===== src/rtl/bus_arb_pkg.sv =====
// Shared types and helpers for the round-robin bus sequencer and related arbiters.
package bus_arb_pkg;

  localparam int BUS_ADDR_W = 32;
  localparam int BUS_DATA_W = 8;

  typedef enum logic [1:0] {
    ARB_IDLE = 2'd0,
    ARB_XFER = 2'd1,
    ARB_DONE = 2'd2
  } arb_state_t;

  typedef struct packed {
    logic                  we;
    logic [BUS_ADDR_W-1:0] addr;
    logic [BUS_DATA_W-1:0] wdata;
  } bus_req_t;

  // Round-robin successor of idx among n requesters.
  function automatic int rr_next(int idx, int n);
    return (idx + 1 >= n) ? 0 : idx + 1;
  endfunction

endpackage


===== src/rtl/bus_rr_sequencer_if.sv =====
// Single-outstanding valid/ready bus; the follower returns read data alongside ready.
interface bus_rr_sequencer_if #(
  parameter int ADDR_WIDTH = bus_arb_pkg::BUS_ADDR_W,
  parameter int DATA_WIDTH = bus_arb_pkg::BUS_DATA_W
);
  logic                  valid;
  logic                  we;
  logic [ADDR_WIDTH-1:0] addr;
  logic [DATA_WIDTH-1:0] wdata;
  logic [DATA_WIDTH-1:0] rdata;
  logic                  ready;

  modport master (output valid, we, addr, wdata, input rdata, ready);
  modport slave  (input valid, we, addr, wdata, output rdata, ready);
endinterface


===== src/rtl/rr_pick.sv =====
// Combinational round-robin pick: first request at or above the pointer, wrapping to bit 0.
module rr_pick #(
  parameter int N = 4,
  localparam int IW = (N > 1) ? $clog2(N) : 1
) (
  input  logic [N-1:0]  i_req,
  input  logic [IW-1:0] i_ptr,
  output logic [N-1:0]  o_gnt,
  output logic [IW-1:0] o_idx,
  output logic          o_any
);

  logic [N-1:0] w_hi;
  logic [N-1:0] w_sel;

  always_comb begin
    w_hi = '0;
    for (int i = 0; i < N; i++) begin
      w_hi[i] = i_req[i] && (i >= int'(i_ptr));
    end
    // Nothing at/above the pointer means the search wraps to the lowest request.
    w_sel = (|w_hi) ? w_hi : i_req;
  end

  always_comb begin
    o_gnt = '0;
    o_idx = '0;
    o_any = |i_req;
    for (int i = N - 1; i >= 0; i--) begin
      if (w_sel[i]) begin
        o_gnt    = '0;
        o_gnt[i] = 1'b1;
        o_idx    = IW'(i);
      end
    end
  end

endmodule


===== src/rtl/bus_rr_sequencer.sv =====
// Round-robin sharing of one bus master port among N_REQ requesters, one transfer at a time.
// Accept at T, bus_valid from T+1, response one cycle after ready; timeout returns an error.
module bus_rr_sequencer
  import bus_arb_pkg::*;
#(
  parameter int N_REQ      = 4,
  parameter int ADDR_WIDTH = BUS_ADDR_W,
  parameter int DATA_WIDTH = BUS_DATA_W,
  parameter int TIMEOUT    = 255
) (
  input  logic                        clk,
  input  logic                        rst,
  input  logic [N_REQ-1:0]            i_req_valid,
  input  logic [N_REQ-1:0]            i_req_we,
  input  logic [N_REQ*ADDR_WIDTH-1:0] i_req_addr,
  input  logic [N_REQ*DATA_WIDTH-1:0] i_req_wdata,
  output logic [N_REQ-1:0]            o_req_ready,
  output logic [N_REQ-1:0]            o_resp_valid,
  output logic [DATA_WIDTH-1:0]       o_resp_rdata,
  output logic                        o_resp_err,
  output logic                        o_busy,
  bus_rr_sequencer_if.master          m_bus
);

  localparam int PW = (N_REQ > 1) ? $clog2(N_REQ) : 1;
  localparam int CW = $clog2(TIMEOUT + 1);
  localparam logic [CW-1:0] TO_MAX = CW'(TIMEOUT);

  localparam logic [1:0] S_IDLE = ARB_IDLE;
  localparam logic [1:0] S_XFER = ARB_XFER;
  localparam logic [1:0] S_DONE = ARB_DONE;

  logic [1:0]            r_state;
  logic [PW-1:0]         r_ptr;
  logic [PW-1:0]         r_owner;
  logic [CW-1:0]         r_cnt;
  logic                  r_we;
  logic [ADDR_WIDTH-1:0] r_addr;
  logic [DATA_WIDTH-1:0] r_wdata;
  logic [DATA_WIDTH-1:0] r_rdata;
  logic                  r_err;

  logic [N_REQ-1:0]      w_gnt;
  logic [PW-1:0]         w_idx;
  logic                  w_any;
  logic                  w_sel_we;
  logic [ADDR_WIDTH-1:0] w_sel_addr;
  logic [DATA_WIDTH-1:0] w_sel_wdata;

  rr_pick #(.N(N_REQ)) u_pick (
    .i_req (i_req_valid),
    .i_ptr (r_ptr),
    .o_gnt (w_gnt),
    .o_idx (w_idx),
    .o_any (w_any)
  );

  // One-hot grant steers the winner's request fields.
  always_comb begin
    w_sel_we    = 1'b0;
    w_sel_addr  = '0;
    w_sel_wdata = '0;
    for (int i = 0; i < N_REQ; i++) begin
      if (w_gnt[i]) begin
        w_sel_we    = i_req_we[i];
        w_sel_addr  = i_req_addr[i*ADDR_WIDTH +: ADDR_WIDTH];
        w_sel_wdata = i_req_wdata[i*DATA_WIDTH +: DATA_WIDTH];
      end
    end
  end

  always_ff @(posedge clk or posedge rst) begin
    if (rst) begin
      r_state <= S_IDLE;
      r_ptr   <= '0;
      r_owner <= '0;
      r_cnt   <= '0;
      r_we    <= 1'b0;
      r_addr  <= '0;
      r_wdata <= '0;
      r_rdata <= '0;
      r_err   <= 1'b0;
    end else begin
      case (r_state)
        S_IDLE: begin
          if (w_any) begin
            r_owner <= w_idx;
            r_we    <= w_sel_we;
            r_addr  <= w_sel_addr;
            r_wdata <= w_sel_wdata;
            r_cnt   <= '0;
            r_state <= S_XFER;
          end
        end
        S_XFER: begin
          // Ready on the final timeout cycle still completes the transfer.
          if (m_bus.ready) begin
            r_rdata <= r_we ? '0 : m_bus.rdata;
            r_err   <= 1'b0;
            r_state <= S_DONE;
          end else if (r_cnt == TO_MAX) begin
            r_rdata <= '0;
            r_err   <= 1'b1;
            r_state <= S_DONE;
          end else begin
            r_cnt <= r_cnt + 1'b1;
          end
        end
        S_DONE: begin
          r_ptr   <= PW'(rr_next(int'(r_owner), N_REQ));
          r_cnt   <= '0;
          r_rdata <= '0;
          r_err   <= 1'b0;
          r_state <= S_IDLE;
        end
        default: r_state <= S_IDLE;
      endcase
    end
  end

  always_comb begin
    o_resp_valid = '0;
    for (int i = 0; i < N_REQ; i++) begin
      o_resp_valid[i] = (r_state == S_DONE) && (r_owner == PW'(i));
    end
  end

  assign o_req_ready  = (r_state == S_IDLE) ? w_gnt : '0;
  assign o_resp_rdata = r_rdata;
  assign o_resp_err   = r_err;
  assign o_busy       = (r_state != S_IDLE);

  assign m_bus.valid  = (r_state == S_XFER);
  assign m_bus.we     = r_we;
  assign m_bus.addr   = r_addr;
  assign m_bus.wdata  = r_wdata;

endmodule


===== src/flat_wrapper.sv =====
// flat-port wrapper written by rule: the top's interface ports become plain ports
module bus_rr_sequencer_flat import bus_arb_pkg::*;
#(
  parameter int N_REQ      = 4,
  parameter int ADDR_WIDTH = BUS_ADDR_W,
  parameter int DATA_WIDTH = BUS_DATA_W,
  parameter int TIMEOUT    = 255
)
  (clk, rst, i_req_valid, i_req_we, i_req_addr, i_req_wdata, o_req_ready, o_resp_valid, o_resp_rdata, o_resp_err, o_busy, m_bus_valid, m_bus_we, m_bus_addr, m_bus_wdata, m_bus_rdata, m_bus_ready);
  bus_rr_sequencer_if #(.ADDR_WIDTH(ADDR_WIDTH), .DATA_WIDTH(DATA_WIDTH)) m_bus_i ();
  input  logic clk;
  input  logic rst;
  input  logic [N_REQ-1:0] i_req_valid;
  input  logic [N_REQ-1:0] i_req_we;
  input  logic [N_REQ*ADDR_WIDTH-1:0] i_req_addr;
  input  logic [N_REQ*DATA_WIDTH-1:0] i_req_wdata;
  output logic [N_REQ-1:0] o_req_ready;
  output logic [N_REQ-1:0] o_resp_valid;
  output logic [DATA_WIDTH-1:0] o_resp_rdata;
  output logic o_resp_err;
  output logic o_busy;
  output wire logic [$bits(m_bus_i.valid)-1:0] m_bus_valid;
  output wire logic [$bits(m_bus_i.we)-1:0] m_bus_we;
  output wire logic [$bits(m_bus_i.addr)-1:0] m_bus_addr;
  output wire logic [$bits(m_bus_i.wdata)-1:0] m_bus_wdata;
  input wire logic [$bits(m_bus_i.rdata)-1:0] m_bus_rdata;
  input wire logic [$bits(m_bus_i.ready)-1:0] m_bus_ready;
  assign m_bus_valid = m_bus_i.valid;
  assign m_bus_we = m_bus_i.we;
  assign m_bus_addr = m_bus_i.addr;
  assign m_bus_wdata = m_bus_i.wdata;
  assign m_bus_i.rdata = m_bus_rdata;
  assign m_bus_i.ready = m_bus_ready;
  bus_rr_sequencer #(.N_REQ(N_REQ), .ADDR_WIDTH(ADDR_WIDTH), .DATA_WIDTH(DATA_WIDTH), .TIMEOUT(TIMEOUT)) u_core (.clk(clk), .rst(rst), .i_req_valid(i_req_valid), .i_req_we(i_req_we), .i_req_addr(i_req_addr), .i_req_wdata(i_req_wdata), .o_req_ready(o_req_ready), .o_resp_valid(o_resp_valid), .o_resp_rdata(o_resp_rdata), .o_resp_err(o_resp_err), .o_busy(o_busy), .m_bus(m_bus_i));
endmodule

===== config.mk =====
export PLATFORM = sky130hd
export DESIGN_NAME = bus_rr_sequencer_flat
export DESIGN_NICKNAME = d
export VERILOG_FILES = /design/src/rtl/bus_arb_pkg.sv /design/src/rtl/bus_rr_sequencer_if.sv /design/src/rtl/rr_pick.sv /design/src/rtl/bus_rr_sequencer.sv /design/src/flat_wrapper.sv
export SDC_FILE = /design/constraint.sdc
export NUM_CORES = 1
export LEC_CHECK = 0
export CORE_MARGIN = 2
export CORE_UTILIZATION = 42
export DETAILED_ROUTE_END_ITERATION = 12
export PLACE_DENSITY = 0.87
export SYNTH_ARGS = -nofsm -noshare
export SYNTH_HDL_FRONTEND = slang
export SYNTH_SLANG_ARGS = --single-unit
export TNS_END_PERCENT = 1

===== constraint.sdc =====
create_clock -name clk -period 5.8 [get_ports clk]
set_input_delay 1.16 -clock clk [delete_from_list [all_inputs] [get_ports clk]]
set_output_delay 1.16 -clock clk [all_outputs]
set_load 0.01 [all_outputs]

==> impl_metrics.sql <==
INSERT INTO impl_metrics (metric_group, metric, value, unit) VALUES
('outcome', 'outcome', 'complete, no violations', ''),
('min_path', 'hold_path_class', 'reg2reg', ''),
('timing', 'rsz0062_at_grt', 'no', ''),
('clock_tree', 'ctsResizeCount', '0', ''),
('route', 'routed_wl', '14800', 'µm'),
('layout', 'n_fill_cell', '777', ''),
('layout', 'drive_above_1_share', '0.112', ''),
('yosys', 'post_synthesis_adder_cell_area_fraction', '0.0147', ''),
('yosys', 'synth_compound_area_frac', '0.412', ''),
('clock_tree', 'numCtsBuffers', '9', ''),
('global_route', 'vias_in_the_first_global_route', '4576', ''),
('timing', 'max_freq', '233', 'MHz'),
('yosys', 'synth_top_cell_area_share', '0.378', ''),
('yosys', 'synth_enable_flop_cells', '0', ''),
('place', 'finalWeightedCongestion', '0.884', ''),
('clock_tree', 'clkTransAtPathRegs', '0.07', 'ns'),
('yosys', 'synthesis.area_per_instance', '9.89', 'µm²'),
('global_route', 'maximum_number_of_pins_on_one_net_before_global_route_repair', '73', ''),
('worst_setup_path', 'required', '4.64', 'ns'),
('floorplan', 'die_x', '104', 'µm'),
('global_route', 'grtUsageTotal', '0.270', ''),
('place', 'numPortBuffers', '238', ''),
('yosys', 'synth_top_cell_by_area', 'dfrtp_1', ''),
('min_path', 'min_delay_path_depth', '2', ''),
('yosys', 'simple_gate_share_of_the_synthesized_area', '0.104', ''),
('floorplan', 'std_cell_rows', '36', ''),
('yosys', 'synth_seq_area_share', '0.378', ''),
('layout', 'nets', '824', ''),
('pwr', 'worst_ir_drop_vdd', '0.517', 'mV'),
('pwr', 'p_leak', '2.52', 'nW'),
('route', 'wl_per_cell', '19.0', 'µm'),
('layout', 'synthToLayoutAreaGrowth', '58.6', '%'),
('global_route', 'grt_first_pass_wirelength', '23700', 'µm'),
('route', 'remaining_drc_errors', '0', ''),
('yosys', 'yosys-mux-area-fraction', '0.00265', ''),
('timing', 'period_minus_slack', '4.29', 'ns'),
('yosys', 'postSynth.asyncResetShare', '1.00', ''),
('place', 'hpwl', '10800', 'µm'),
('route', 'drtPass1Iterations', '5', ''),
('yosys', 'syn-instance-count', '429', ''),
('timing', 'skew', '0.0123', 'ns'),
('pwr', 'power_per_cell_area', '416', 'nW/µm²'),
('timing', 'setup-tns-final', '0', 'ns'),
('floorplan', 'floorplan.die_area', '10900', 'µm²'),
('floorplan', 'core_region_area', '9770', 'µm²'),
('layout', 'postLayoutCoreUtil', '0.688', ''),
('timing', 'hold_viol', '0', ''),
('clock_tree', 'clkLatencyLatePin', '0.34', 'ns'),
('clock_tree', 'clock_sinks', '64', ''),
('global_route', 'globalRoute.totalOverflow', '0', ''),
('floorplan', 'floorplan.io_pins', '239', ''),
('route', 'via_count', '4437', ''),
('yosys', 'synth.distinct_cells', '44', ''),
('worst_setup_path', 'r2r_cells', '6', ''),
('layout', 'insertedDiodeCount', '0', ''),
('yosys', 'syn_nets', '613', ''),
('timing', 'max-slew-margin-rel', '0.214', ''),
('job', 'maxCapViolations', '0', ''),
('place', 'dp.cells', '762', ''),
('yosys', 'synth.top_cells.by_area', 'dfrtp_1, a2bb2oi_2, a221oi_1', ''),
('yosys', 'yosys.area_share.xor_xnor', '0.0124', ''),
('yosys', 'synth.yosys.warnings', '0', ''),
('clock_tree', 'cts_tree', 'yes', ''),
('yosys', 'netlist_area', '4240', 'µm²'),
('floorplan', 'floorplan.initialDensity', '0.434', ''),
('timing', 'period_share', '0.740', ''),
('timing', 'final-setup-viol-count', '0', ''),
('route', 'drt_iter0_markers', '244', ''),
('clock_tree', 'holdBufCountCts', '0', ''),
('clock_tree', 'clk_path_buf_depth', '2', ''),
('global_route', 'antenna_violations_before_repair', '0', '');
## per-stage QoR
step / hold slack (ns) / worst slack [ns] / total power, mW / cell area, µm²
after global placement: 0.470 / 1.59 / 2.41 / 6560
after detailed placement: 0.474 / 1.51 / 2.47 / 6560
final: 0.486 / 1.51 / 2.80 / 6730
after CTS: 0.489 / 1.51 / 2.81 / 6730
after global routing: 0.520 / 1.42 / 2.98 / 6730
after floorplan: 0.474 / 2.29 / 1.84 / 4240
## cells in the final DEF (no fill, tap or decap), drive strengths merged, types with 12 or more instances in the layout
master	Yosys	layout
a211oi	12	12
a221oi	31	31
a22o	17	17
a2bb2oi	32	32
clkbuf	4	12
clkdlybuf4s50	0	238
dfrtp	64	64
nand2	50	50
nor2	16	16
o211ai	34	34
o21ai	61	61
## layer usage
metal	track usage	part of all wire	up-vias
met5	0	0	-
met4	0.0985	0.022	0
met3	0.0771	0.080	27
met2	0.459	0.49	214
met1	0.325	0.41	2128
li1	-	-	2068
## final timing paths
path	end	slack, ns	from
max	o_req_ready[2]	1.51	i_req_valid[2]
min	u_core.m_bus.addr[5]$_DFFE_PP0P_	0.49	u_core.m_bus.addr[5]$_DFFE_PP0P_
max reg2reg	u_core.m_bus.wdata[4]$_DFFE_PP0P_	3.14	u_core.r_state[0]$_DFFE_PP0P_
min reg2reg	u_core.m_bus.addr[5]$_DFFE_PP0P_	0.49	u_core.m_bus.addr[5]$_DFFE_PP0P_
max in group asynchronous	u_core.m_bus.addr[28]$_DFFE_PP0P_	3.84	rst
min in group asynchronous	u_core.o_resp_rdata[6]$_DFFE_PP0P_	1.39	rst
## synth_stat cells (all sizes together) (2+ instances only)
master	count
dfrtp	64
o21ai	61
nand2	50
buf	41
o211ai	34
a2bb2oi	32
a221oi	31
a22o	17
nor2	16
a211oi	12
a21oi	9
inv	9
and2	6
xnor2	6
ha	5
clkbuf	4
nand2b	4
nand3	4
nor2b	3
nor3b	3
o21a	2
o221a	2
or2	2
## critical path: stages
cell             delay (ns)
clkdlybuf4s50_1        0.73
nand2b_1               0.14
o21bai_1               0.22
and2_1                 0.22
nor2_1                 0.11
clkdlybuf4s50_1        0.54
## where the power goes
part / leakage (nW) / switching, mW / internal (mW) / total (mW)
sequential: 0.818 / 0.156 / 0.629 / 0.785
combinational: 1.61 / 0.847 / 0.833 / 1.68
clock: 0.0899 / 0.170 / 0.164 / 0.334
## flip-flops by register name (all words and copies together), names as in the netlist
name                 flops
u_core.r_state           2
u_core.o_resp_err        1
u_core.m_bus.wdata       8
u_core.r_ptr             2
u_core.m_bus.addr       32
u_core.m_bus.we          1
u_core.r_cnt             8
u_core.o_resp_rdata      8
u_core.r_owner           2
## logic make-up (layout without fill, tap and decap cells)
| logic type | Yosys count | in the layout |
|---|---|---|
| AO/OA/AOI/OAI | 207 | 207 |
| XOR/XNOR | 6 | 6 |
| adder cells (fa/ha/maj) | 5 | 5 |
| buffers and inverters | 54 | 270 |
| flip-flops | 64 | 64 |
| multiplexers | 1 | 1 |
| AND/OR/NAND/NOR | 92 | 92 |
## layout make-up
class | count | area, µm² | area share
inverter | 9 | 33.8 | 0.00502
timing repair buffer | 245 | 2430 | 0.362
tap | 133 | 166 | 0.0247
multi-input combinational | 311 | 2320 | 0.346
clock buffer | 12 | 145 | 0.0216
clock inverter | 4 | 20.0 | 0.00298
sequential | 64 | 1600 | 0.238
(Power assumes the default switching activity.)
